### config.mk
export PLATFORM = sky130hd
export DESIGN_NAME = loader_seq
export DESIGN_NICKNAME = d
export VERILOG_FILES = /design/src/rtl/loader_pkg.sv /design/src/rtl/sync_fifo.sv /design/src/rtl/loader_seq.sv
export SDC_FILE = /design/constraint.sdc
export NUM_CORES = 1
export LEC_CHECK = 0
export CORE_AREA = 2 2 159 161
export DETAILED_ROUTE_END_ITERATION = 7
export DIE_AREA = 0 0 161 163
export PLACE_DENSITY = 0.79
export SYNTH_ARGS = -nofsm -noshare
export SYNTH_HDL_FRONTEND = slang
export SYNTH_SLANG_ARGS = --single-unit
### constraint.sdc
create_clock -name clk -period 8.92 [get_ports clk]
set_input_delay 2.676 -clock clk [delete_from_list [all_inputs] [get_ports clk]]
set_output_delay 2.676 -clock clk [all_outputs]
set_load 0.01 [all_outputs]
### src/rtl/loader_pkg.sv
// Shared FSM state encoding, default parameters and width helper for the
// image loader sequencer.
package loader_pkg;

  typedef enum logic [2:0] {
    ST_IDLE  = 3'd0,
    ST_INIT  = 3'd1,
    ST_LOAD  = 3'd2,
    ST_FETCH = 3'd3,
    ST_DONE  = 3'd4,
    ST_ERR   = 3'd5
  } state_e;

  localparam int unsigned DEF_DATA_W     = 32;
  localparam int unsigned DEF_ADDR_W     = 32;
  localparam int unsigned DEF_N_TGT      = 2;
  localparam int unsigned DEF_FIFO_DEPTH = 8;
  localparam int unsigned DEF_TIMEOUT    = 1024;

  // Index width that never collapses to zero bits for a single target.
  function automatic int unsigned clog2_min1(input int unsigned n);
    return (n <= 1) ? 1 : $clog2(n);
  endfunction

endpackage

### src/rtl/sync_fifo.sv
// Single-clock FIFO with synchronous flush; push while full is taken only
// together with a pop, pop while empty is ignored.
module sync_fifo #(
  parameter int unsigned WIDTH = 33,
  parameter int unsigned DEPTH = 8
) (
  input  logic                     clk,
  input  logic                     rst,
  input  logic                     flush_i,
  input  logic                     push_i,
  input  logic [WIDTH-1:0]         wdata_i,
  input  logic                     pop_i,
  output logic [WIDTH-1:0]         rdata_o,
  output logic                     full_o,
  output logic                     empty_o,
  output logic [$clog2(DEPTH):0]   count_o
);

  localparam int unsigned AW = $clog2(DEPTH);
  localparam int unsigned CW = AW + 1;

  logic [WIDTH-1:0] mem_q [DEPTH];
  logic [AW-1:0]    wr_ptr_q;
  logic [AW-1:0]    rd_ptr_q;
  logic [CW-1:0]    count_q;
  logic             do_push;
  logic             do_pop;

  assign full_o  = (count_q == CW'(DEPTH));
  assign empty_o = (count_q == '0);
  assign count_o = count_q;
  assign rdata_o = mem_q[rd_ptr_q];
  assign do_pop  = pop_i && !empty_o;
  assign do_push = push_i && (!full_o || pop_i);

  always_ff @(posedge clk) begin
    if (rst || flush_i) begin
      wr_ptr_q <= '0;
      rd_ptr_q <= '0;
      count_q  <= '0;
    end else begin
      if (do_push) wr_ptr_q <= wr_ptr_q + AW'(1);
      if (do_pop)  rd_ptr_q <= rd_ptr_q + AW'(1);
      count_q <= count_q + CW'(do_push) - CW'(do_pop);
    end
  end

  // Storage needs no reset: occupancy is tracked by the pointers.
  always_ff @(posedge clk) begin
    if (do_push && !flush_i) mem_q[wr_ptr_q] <= wdata_i;
  end

endmodule

### src/rtl/loader_seq.sv
// Boot-image loader: starts a debug-port init, streams buffered image words
// to the write serializer at incrementing addresses, then enables core fetch.
module loader_seq
  import loader_pkg::*;
#(
  parameter int unsigned DATA_W     = DEF_DATA_W,
  parameter int unsigned ADDR_W     = DEF_ADDR_W,
  parameter int unsigned N_TGT      = DEF_N_TGT,
  parameter int unsigned FIFO_DEPTH = DEF_FIFO_DEPTH,
  parameter int unsigned TIMEOUT    = DEF_TIMEOUT
) (
  input  logic                           clk,
  input  logic                           rst,
  input  logic                           start,
  input  logic [clog2_min1(N_TGT)-1:0]   tgt_sel,
  input  logic [ADDR_W-1:0]              base_addr,
  input  logic [DATA_W-1:0]              s_data,
  input  logic                           s_valid,
  input  logic                           s_last,
  output logic                           s_ready,
  output logic                           init_start,
  input  logic                           init_done,
  output logic                           wr_valid,
  output logic [ADDR_W-1:0]              wr_addr,
  output logic [DATA_W-1:0]              wr_data,
  input  logic                           wr_ready,
  output logic [N_TGT-1:0]               fetch_en,
  output logic                           busy,
  output logic                           done,
  output logic                           err
);

  localparam int unsigned TGT_W = clog2_min1(N_TGT);
  localparam int unsigned BYTES = DATA_W / 8;
  localparam int unsigned CNT_W = $clog2(TIMEOUT + 1);
  localparam int unsigned FCW   = $clog2(FIFO_DEPTH) + 1;

  state_e              state_q, state_d;
  logic [TGT_W-1:0]    tgt_q, tgt_d;
  logic [ADDR_W-1:0]   addr_q, addr_d;
  logic [CNT_W-1:0]    cnt_q, cnt_d;
  logic [N_TGT-1:0]    fetch_q, fetch_d;
  logic                init_start_q, init_start_d;
  logic                busy_q, busy_d;
  logic                done_q, done_d;
  logic                err_q, err_d;

  logic [DATA_W:0]     f_rdata;
  logic                f_full;
  logic                f_empty;
  logic [FCW-1:0]      f_count_unused;
  logic                f_push;
  logic                f_pop;
  logic                f_flush;
  logic                wr_xfer;

  // Stream side: accept whenever there is room, except while in error.
  assign s_ready  = !rst && (state_q != ST_ERR) && !f_full;
  assign f_push   = s_valid && s_ready;
  assign wr_valid = !rst && (state_q == ST_LOAD) && !f_empty;
  assign wr_data  = wr_valid ? f_rdata[DATA_W-1:0] : '0;
  assign wr_addr  = addr_q;
  assign wr_xfer  = wr_valid && wr_ready;
  assign f_pop    = wr_xfer;
  assign f_flush  = (state_q == ST_ERR) || (state_d == ST_ERR);

  assign init_start = init_start_q;
  assign fetch_en   = fetch_q;
  assign busy       = busy_q;
  assign done       = done_q;
  assign err        = err_q;

  sync_fifo #(
    .WIDTH (DATA_W + 1),
    .DEPTH (FIFO_DEPTH)
  ) u_fifo (
    .clk     (clk),
    .rst     (rst),
    .flush_i (f_flush),
    .push_i  (f_push),
    .wdata_i ({s_last, s_data}),
    .pop_i   (f_pop),
    .rdata_o (f_rdata),
    .full_o  (f_full),
    .empty_o (f_empty),
    .count_o (f_count_unused)
  );

  always_comb begin
    state_d      = state_q;
    tgt_d        = tgt_q;
    addr_d       = addr_q;
    cnt_d        = cnt_q;
    fetch_d      = fetch_q;
    init_start_d = 1'b0;

    unique case (state_q)
      ST_IDLE, ST_ERR: begin
        if (start) begin
          tgt_d   = tgt_sel;
          addr_d  = base_addr;
          cnt_d   = '0;
          fetch_d = '0;
          if (32'(tgt_sel) >= N_TGT) begin
            state_d = ST_ERR;
          end else begin
            init_start_d = 1'b1;
            state_d      = ST_INIT;
          end
        end
      end
      ST_INIT: begin
        if (init_done) begin
          cnt_d   = '0;
          state_d = ST_LOAD;
        end else if (cnt_q == CNT_W'(TIMEOUT - 1)) begin
          state_d = ST_ERR;
        end else begin
          cnt_d = cnt_q + CNT_W'(1);
        end
      end
      // Stall counter only runs while a write is offered and refused.
      ST_LOAD: begin
        if (wr_xfer) begin
          addr_d = addr_q + ADDR_W'(BYTES);
          cnt_d  = '0;
          if (f_rdata[DATA_W]) state_d = ST_FETCH;
        end else if (wr_valid) begin
          if (cnt_q == CNT_W'(TIMEOUT - 1)) state_d = ST_ERR;
          else                              cnt_d   = cnt_q + CNT_W'(1);
        end else begin
          cnt_d = '0;
        end
      end
      ST_FETCH: begin
        fetch_d = fetch_q | (N_TGT'(1) << tgt_q);
        state_d = ST_DONE;
      end
      ST_DONE: state_d = ST_IDLE;
      default: state_d = ST_IDLE;
    endcase

    busy_d = (state_d == ST_INIT) || (state_d == ST_LOAD) || (state_d == ST_FETCH);
    done_d = (state_d == ST_DONE);
    err_d  = (state_d == ST_ERR);
  end

  always_ff @(posedge clk) begin
    if (rst) begin
      state_q      <= ST_IDLE;
      tgt_q        <= '0;
      addr_q       <= '0;
      cnt_q        <= '0;
      fetch_q      <= '0;
      init_start_q <= 1'b0;
      busy_q       <= 1'b0;
      done_q       <= 1'b0;
      err_q        <= 1'b0;
    end else begin
      state_q      <= state_d;
      tgt_q        <= tgt_d;
      addr_q       <= addr_d;
      cnt_q        <= cnt_d;
      fetch_q      <= fetch_d;
      init_start_q <= init_start_d;
      busy_q       <= busy_d;
      done_q       <= done_d;
      err_q        <= err_d;
    end
  end

endmodule
### Word-level counts from Yosys, hierarchy flattened

Memory sizes are Yosys's and may differ from the RTL's. A register that Yosys moved wholly into a read port is not among the register bits.
Cells that the tools add are included.

* bits in registers: 63
* latch bits: 0
* RAM bits: 264
* bits in read-only memories: 0
* input port bits: 72
* output and inout bits: 72
* word-level logic and storage cells: 89
* memories: 1

* $add $sub $neg: 6
* $mul: 0
* div/mod/pow operators: 0
* order comparisons: 0
* equal/unequal tests: 14
* shift operators: 1
* mux-type cells: 24
* bitwise operators: 2
* reduce and logical (&&, ||, !) cells: 29

Memory list
* u_fifo.mem_q: words 8, bits a word 33, rd ports 1, clocked after memory_dff 1, wr ports 1, RTL line sync_fifo.sv:22 `logic [WIDTH-1:0] mem_q [DEPTH];`

Operators by type and width (count)
* $mux W32: 3
* $pmux W32 S2: 1
* $mux W11: 5
* $pmux W11 S3: 1
* $add A32 B3 Y32 const B: 1
* $mux W3: 8
* $eq A3 B2 Y1 const B: 4
* $pmux W3 S4: 1
* $add A11 B1 Y11 const B: 1
* $eq A11 B10 Y1 const B: 1
* $eq A3 B3 Y1 const B: 3
* $logic_and A1 B1 Y1: 9
* $add A3 B1 Y3 const B: 2
* $eq A3 B1 Y1 const B: 2
* $reduce_and A2 Y1: 3
* $logic_or A1 B1 Y1: 5
* $add A4 B1 Y4: 1
* $eq A4 B4 Y1 const B: 1
* $logic_not A1 Y1: 4
* $logic_not A4 Y1: 1
* $pmux W2 S2: 1
* $reduce_bool A2 Y1: 2
* $reduce_or A2 Y1: 2
* $sub A4 B1 Y4: 1
* 11 further kinds: 13

### Longest topological paths before layout

* depth in word-level cells: 12
* depth in mapped cells: 12
* depth with buffers taken out: 12

### Hierarchy

Synthesis repeated with hierarchy kept, for this count alone.

* cells, all modules: 887
* area, all modules: 13852.0 µm²

Modules (own cells, without submodules)
* sync_fifo: instances 1, cells each 461, area each 10647.7 µm², sequential area each 8187.9 µm²
* loader_seq: instances 1, cells each 426, area each 3204.3 µm², sequential area each 1061.0 µm²

### Worst setup path before layout

Ideal clock, no wire load.

* kind: input to register
* start point: input rst
* end point: memory u_fifo.mem_q[0][0] (enable)
* library setup time: 0.518 ns
* arrival time: 6.918 ns
* data required time: 8.402 ns
* setup slack: 1.485 ns
* cell stages on the path: 6
* path buffers: 1
* cell sequence: buf_6 or4b_4 nor3_2 a211oi_2 a21oi_2 nor4b_1

* cells in the longest elaborated chain, start to end: 12
* elaborated cells between the ends (all ways): 18
* classes of those cells: eq/ne: 1; mux: 5; reduce/logical: 12

RTL lines
* start: declaration: RTL line loader_seq.sv:13 `input logic rst,`
* $logic_not A1 Y1 *: RTL line loader_seq.sv:58, loader_seq.sv:60
* $logic_and A1 B1 Y1 (2 in series): RTL line loader_seq.sv:60 `assign wr_valid = !rst && (state_q == ST_LOAD) && !f_empty;`
* $mux W3 / $logic_and A1 B1 Y1 (equally long branches): RTL line loader_seq.sv:128, loader_seq.sv:63
* $mux W3: RTL line loader_seq.sv:124 `if (wr_xfer) begin`
* $pmux W3 S4: RTL line loader_seq.sv:97 `unique case (state_q)`
* $eq A3 B3 Y1: RTL line loader_seq.sv:65 `assign f_flush = (state_q == ST_ERR) || (state_d == ST_ERR);`
* $logic_or A1 B1 Y1: RTL line loader_seq.sv:65
* $logic_not A1 Y1: RTL line sync_fifo.sv:50 `if (do_push && !flush_i) mem_q[wr_ptr_q] <= wdata_i;`
* $logic_and A1 B1 Y1 *: RTL line sync_fifo.sv:50
* $mux W1 *: RTL line sync_fifo.sv:50
* $mux W1 (not written as such) *: RTL line sync_fifo.sv:50
* end: declaration: RTL line sync_fifo.sv:22

Every way passes the cells marked *; elsewhere a longest branch is shown, timed or not.

### Worst setup path after layout

* start point: input rst
* end point: output wr_data[17]

* cells in the longest elaborated chain, start to end: 4

RTL lines
* $logic_not A1 Y1: RTL line loader_seq.sv:60
* $logic_and A1 B1 Y1 (2 in series): RTL line loader_seq.sv:60
* $mux W32: RTL line loader_seq.sv:61 `assign wr_data = wr_valid ? f_rdata[DATA_W-1:0] : '0;`
* end: declaration: RTL line loader_seq.sv:25 `output logic [DATA_W-1:0] wr_data,`

No other way between the ends.

==> flow_metrics.tcl <==
set metrics [dict create \
    track_usage 0.219 \
    critical_path_class "input pin to primary output" \
    crit_arrival_ns 4.75 \
    clock-sinks 330 \
    htree_levels 2 \
    worstPathRequired_ns 6.24 \
    wirelength_mm 28.6 \
    antenna_found_initial 0 \
    drv_cap 0 \
    status "finished clean" \
    die_h_um 163 \
    min_from "u_fifo.rd_ptr_q[1]" \
    start_kind "input pin" \
    syn_area_um2 13700 \
    ir_drop_mv 0.204 \
    ios 144 \
    cellLeakagePower_nw 5.26 \
    worst_pin_slew_ns 0.967 \
    crit_fanout 31 \
    critical_path_cell_count 7 \
    clk_path_buf_depth 3 \
    synth_edf_count 264 \
    crit_buf_inv 4 \
    dpl.hpwl_mm 16.5 \
    min_path_type "flip-flop to flip-flop" \
    viasPerCell 6.01 \
    hold_path_depth 2 \
    fin_nets 1117 \
    firstDrtPassIters 5 \
    gr-total-overflow 0 \
    ys_types 75 \
    grt_pass1_wl_mm 44.5 \
    path_delay_family "buffers and inverters" \
    die_area_um2 26200 \
    cpMaxStageDelayCell "clkdlybuf4s50_1" \
    crit_chain "clkdlybuf4s50_1 > nor4b_1 > buf_4 > nand2_1 > buf_4 > nor2_1 > clkdlybuf4s50_1" \
    worst_r2r_path_depth 7 \
    grt_max_degree 67 \
    routedWlPerCell_um 20.6 \
    yosysWarnings 0 \
    p_per_area_nw_per_um2 205 \
    design.core.area_um2 24700 \
    drc_errors 0 \
    cts_root_buf "clkbuf_16" \
    grt_pass1_vias 8214 \
    final_common_cell "edfxtp_1" \
    post-cts-setup-buffers 0 \
    start_util 0.556 \
    ys.flop_type "edfxtp_1" \
    maxSlewViolCount 0 \
    hold_viol_final 0 \
    fin_setup_tns_ns 0 \
    final_antenna_net_count 0 \
    die_x_um 161 \
    drtIter0Drc 777 \
    cts_resized 0 \
    utilization 0.675 \
    drive_above_1_share 0.155 \
    slew_headroom 0.356 \
    synth_seq_cells 330 \
    syn_to_final_growth_pct 21.3 \
    clkLatencyLatePin_ns 0.50 \
    setup_violations 0 \
    syn_area_per_cell_um2 15.6 \
    fin_worst_skew_ns 0.0150 \
    portBuffers 143 \
    row_count 58 \
    critical-path-max-stage-delay_ns 0.57 \
    rsz0062_at_grt "no" \
    period_minus_slack_ns 7.43 \
    numCtsBuffers 35 \
    syn_nets 965 \
    fmaxAchievable_ghz 0.135 \
    cts_tree "yes" \
    clk_pin_slew_ns 0.06 \
    rrSetupSlack_ns 5.42 \
    final.period_utilization 0.832 \
    cp-end-kind "primary output" \
    syn_inst 882 \
    ys_seq_area_frac 0.674 \
    vias 8350 \
    r2r_end "u_fifo.mem_q[5][10]" \
    layout_common_cells "edfxtp_1, clkdlybuf4s50_1, nor2_1, mux4_2, dfxtp_1" \
    num-fill-cells 1644 \
    async_reset_ff_frac 0 \
    place_congestion 0.829 \
    cts_hold_buf 0 \
]
-- cells in the mapped netlist, drive strengths merged (13+ instances only) --
library cell | instances | area share
dfxtp | 66 | 0.096
clkbuf | 20 | 0.0055
nor4 | 16 | 0.0084
nand3 | 23 | 0.0088
nor2 | 76 | 0.021
mux4 | 66 | 0.11
nor3 | 19 | 0.0073
inv | 15 | 0.0041
o21ai | 20 | 0.0073
edfxtp | 264 | 0.58
nand4 | 13 | 0.0064
a21oi | 41 | 0.015
mux2i | 36 | 0.026
nand2 | 48 | 0.013
buf | 29 | 0.012
-- worst register-to-register path: cells and delay by family (launching register included) --
kind	cells	cell delay [ns]
AND/OR/NAND/NOR	1	0.28
flip-flops	1	0.31
AO/OA/AOI/OAI	2	0.36
buffers and inverters	2	1.24
multiplexers	2	0.92
-- worst max-delay path by stage --
stage          start            endpoint  slack, ns
6_report         rst         wr_data[17]       1.49
3_5_place_dp     rst          wr_data[4]       1.51
4_1_cts          rst         wr_data[17]       1.49
2_1_floorplan    rst  u_fifo.mem_q[0][0]       1.48
3_3_place_gp     rst         wr_data[14]       1.57
5_1_grt          rst         wr_data[12]       1.35
-- routing by layer --
| layer | wire, µm | track usage | up-vias |
|---|---|---|---|
| li1 | - | - | 3799 |
| met4 | 559 | 0.0584 | 0 |
| met2 | 14100 | 0.364 | 332 |
| met1 | 12000 | 0.297 | 4177 |
| met5 | 0 | 0 | - |
| met3 | 1960 | 0.0461 | 42 |
-- registers in the layout, summed over array words and instances (netlist names), 2 cells and up, named ones only --
name and count:
u_fifo.count_o 4, u_fifo.mem_q 264, wr_addr 32, state_q 3, fetch_en 2, cnt_q 11
u_fifo.wr_ptr_q 3, u_fifo.rd_ptr_q 3
-- where the power goes --
group,internal [W],total (W),switching [W]
Clock,0.000835,0.00139,0.000554
Sequential,0.00171,0.00175,0.0000352
Combinational,0.000134,0.000281,0.000147
-- through the flow --
stage	hold slack, ns	instances	worst slack (ns)	area (µm²)	total power (W)
2_1_floorplan	0.449	882	1.48	13700	0.00193
3_3_place_gp	0.461	1327	1.57	15500	0.00205
3_5_place_dp	0.464	1327	1.51	15500	0.00206
4_1_cts	0.478	1389	1.49	16600	0.00344
5_1_grt	0.499	1389	1.35	16600	0.00352
6_report	0.479	1390	1.49	16600	0.00342
-- cells by family (layout without fill, tap and decap cells) --
family / count (synthesis) / after routing / share of synthesized area
compound gates: 122 / 122 / 0.0621
other cells: 0 / 1 / 0
mux: 102 / 102 / 0.135
buf+inv: 65 / 242 / 0.0217
simple gates: 240 / 240 / 0.0894
fa+ha+maj: 11 / 11 / 0.0106
xor+xnor: 12 / 12 / 0.00766
flops: 330 / 330 / 0.674
-- area by class of cell --
class	instances	area, µm²	area share
Clock buffer	41	898	0.0540
Inverter	16	60.1	0.00361
Sequential cell	330	9260	0.556
Timing Repair Buffer	164	1590	0.0955
Tap cell	330	413	0.0248
Clock inverter	21	199	0.0120
Multi-Input combinational cell	487	4230	0.254
Antenna cell	1	2.50	0.000150
Note: power is estimated with default switching activity, not from simulation.
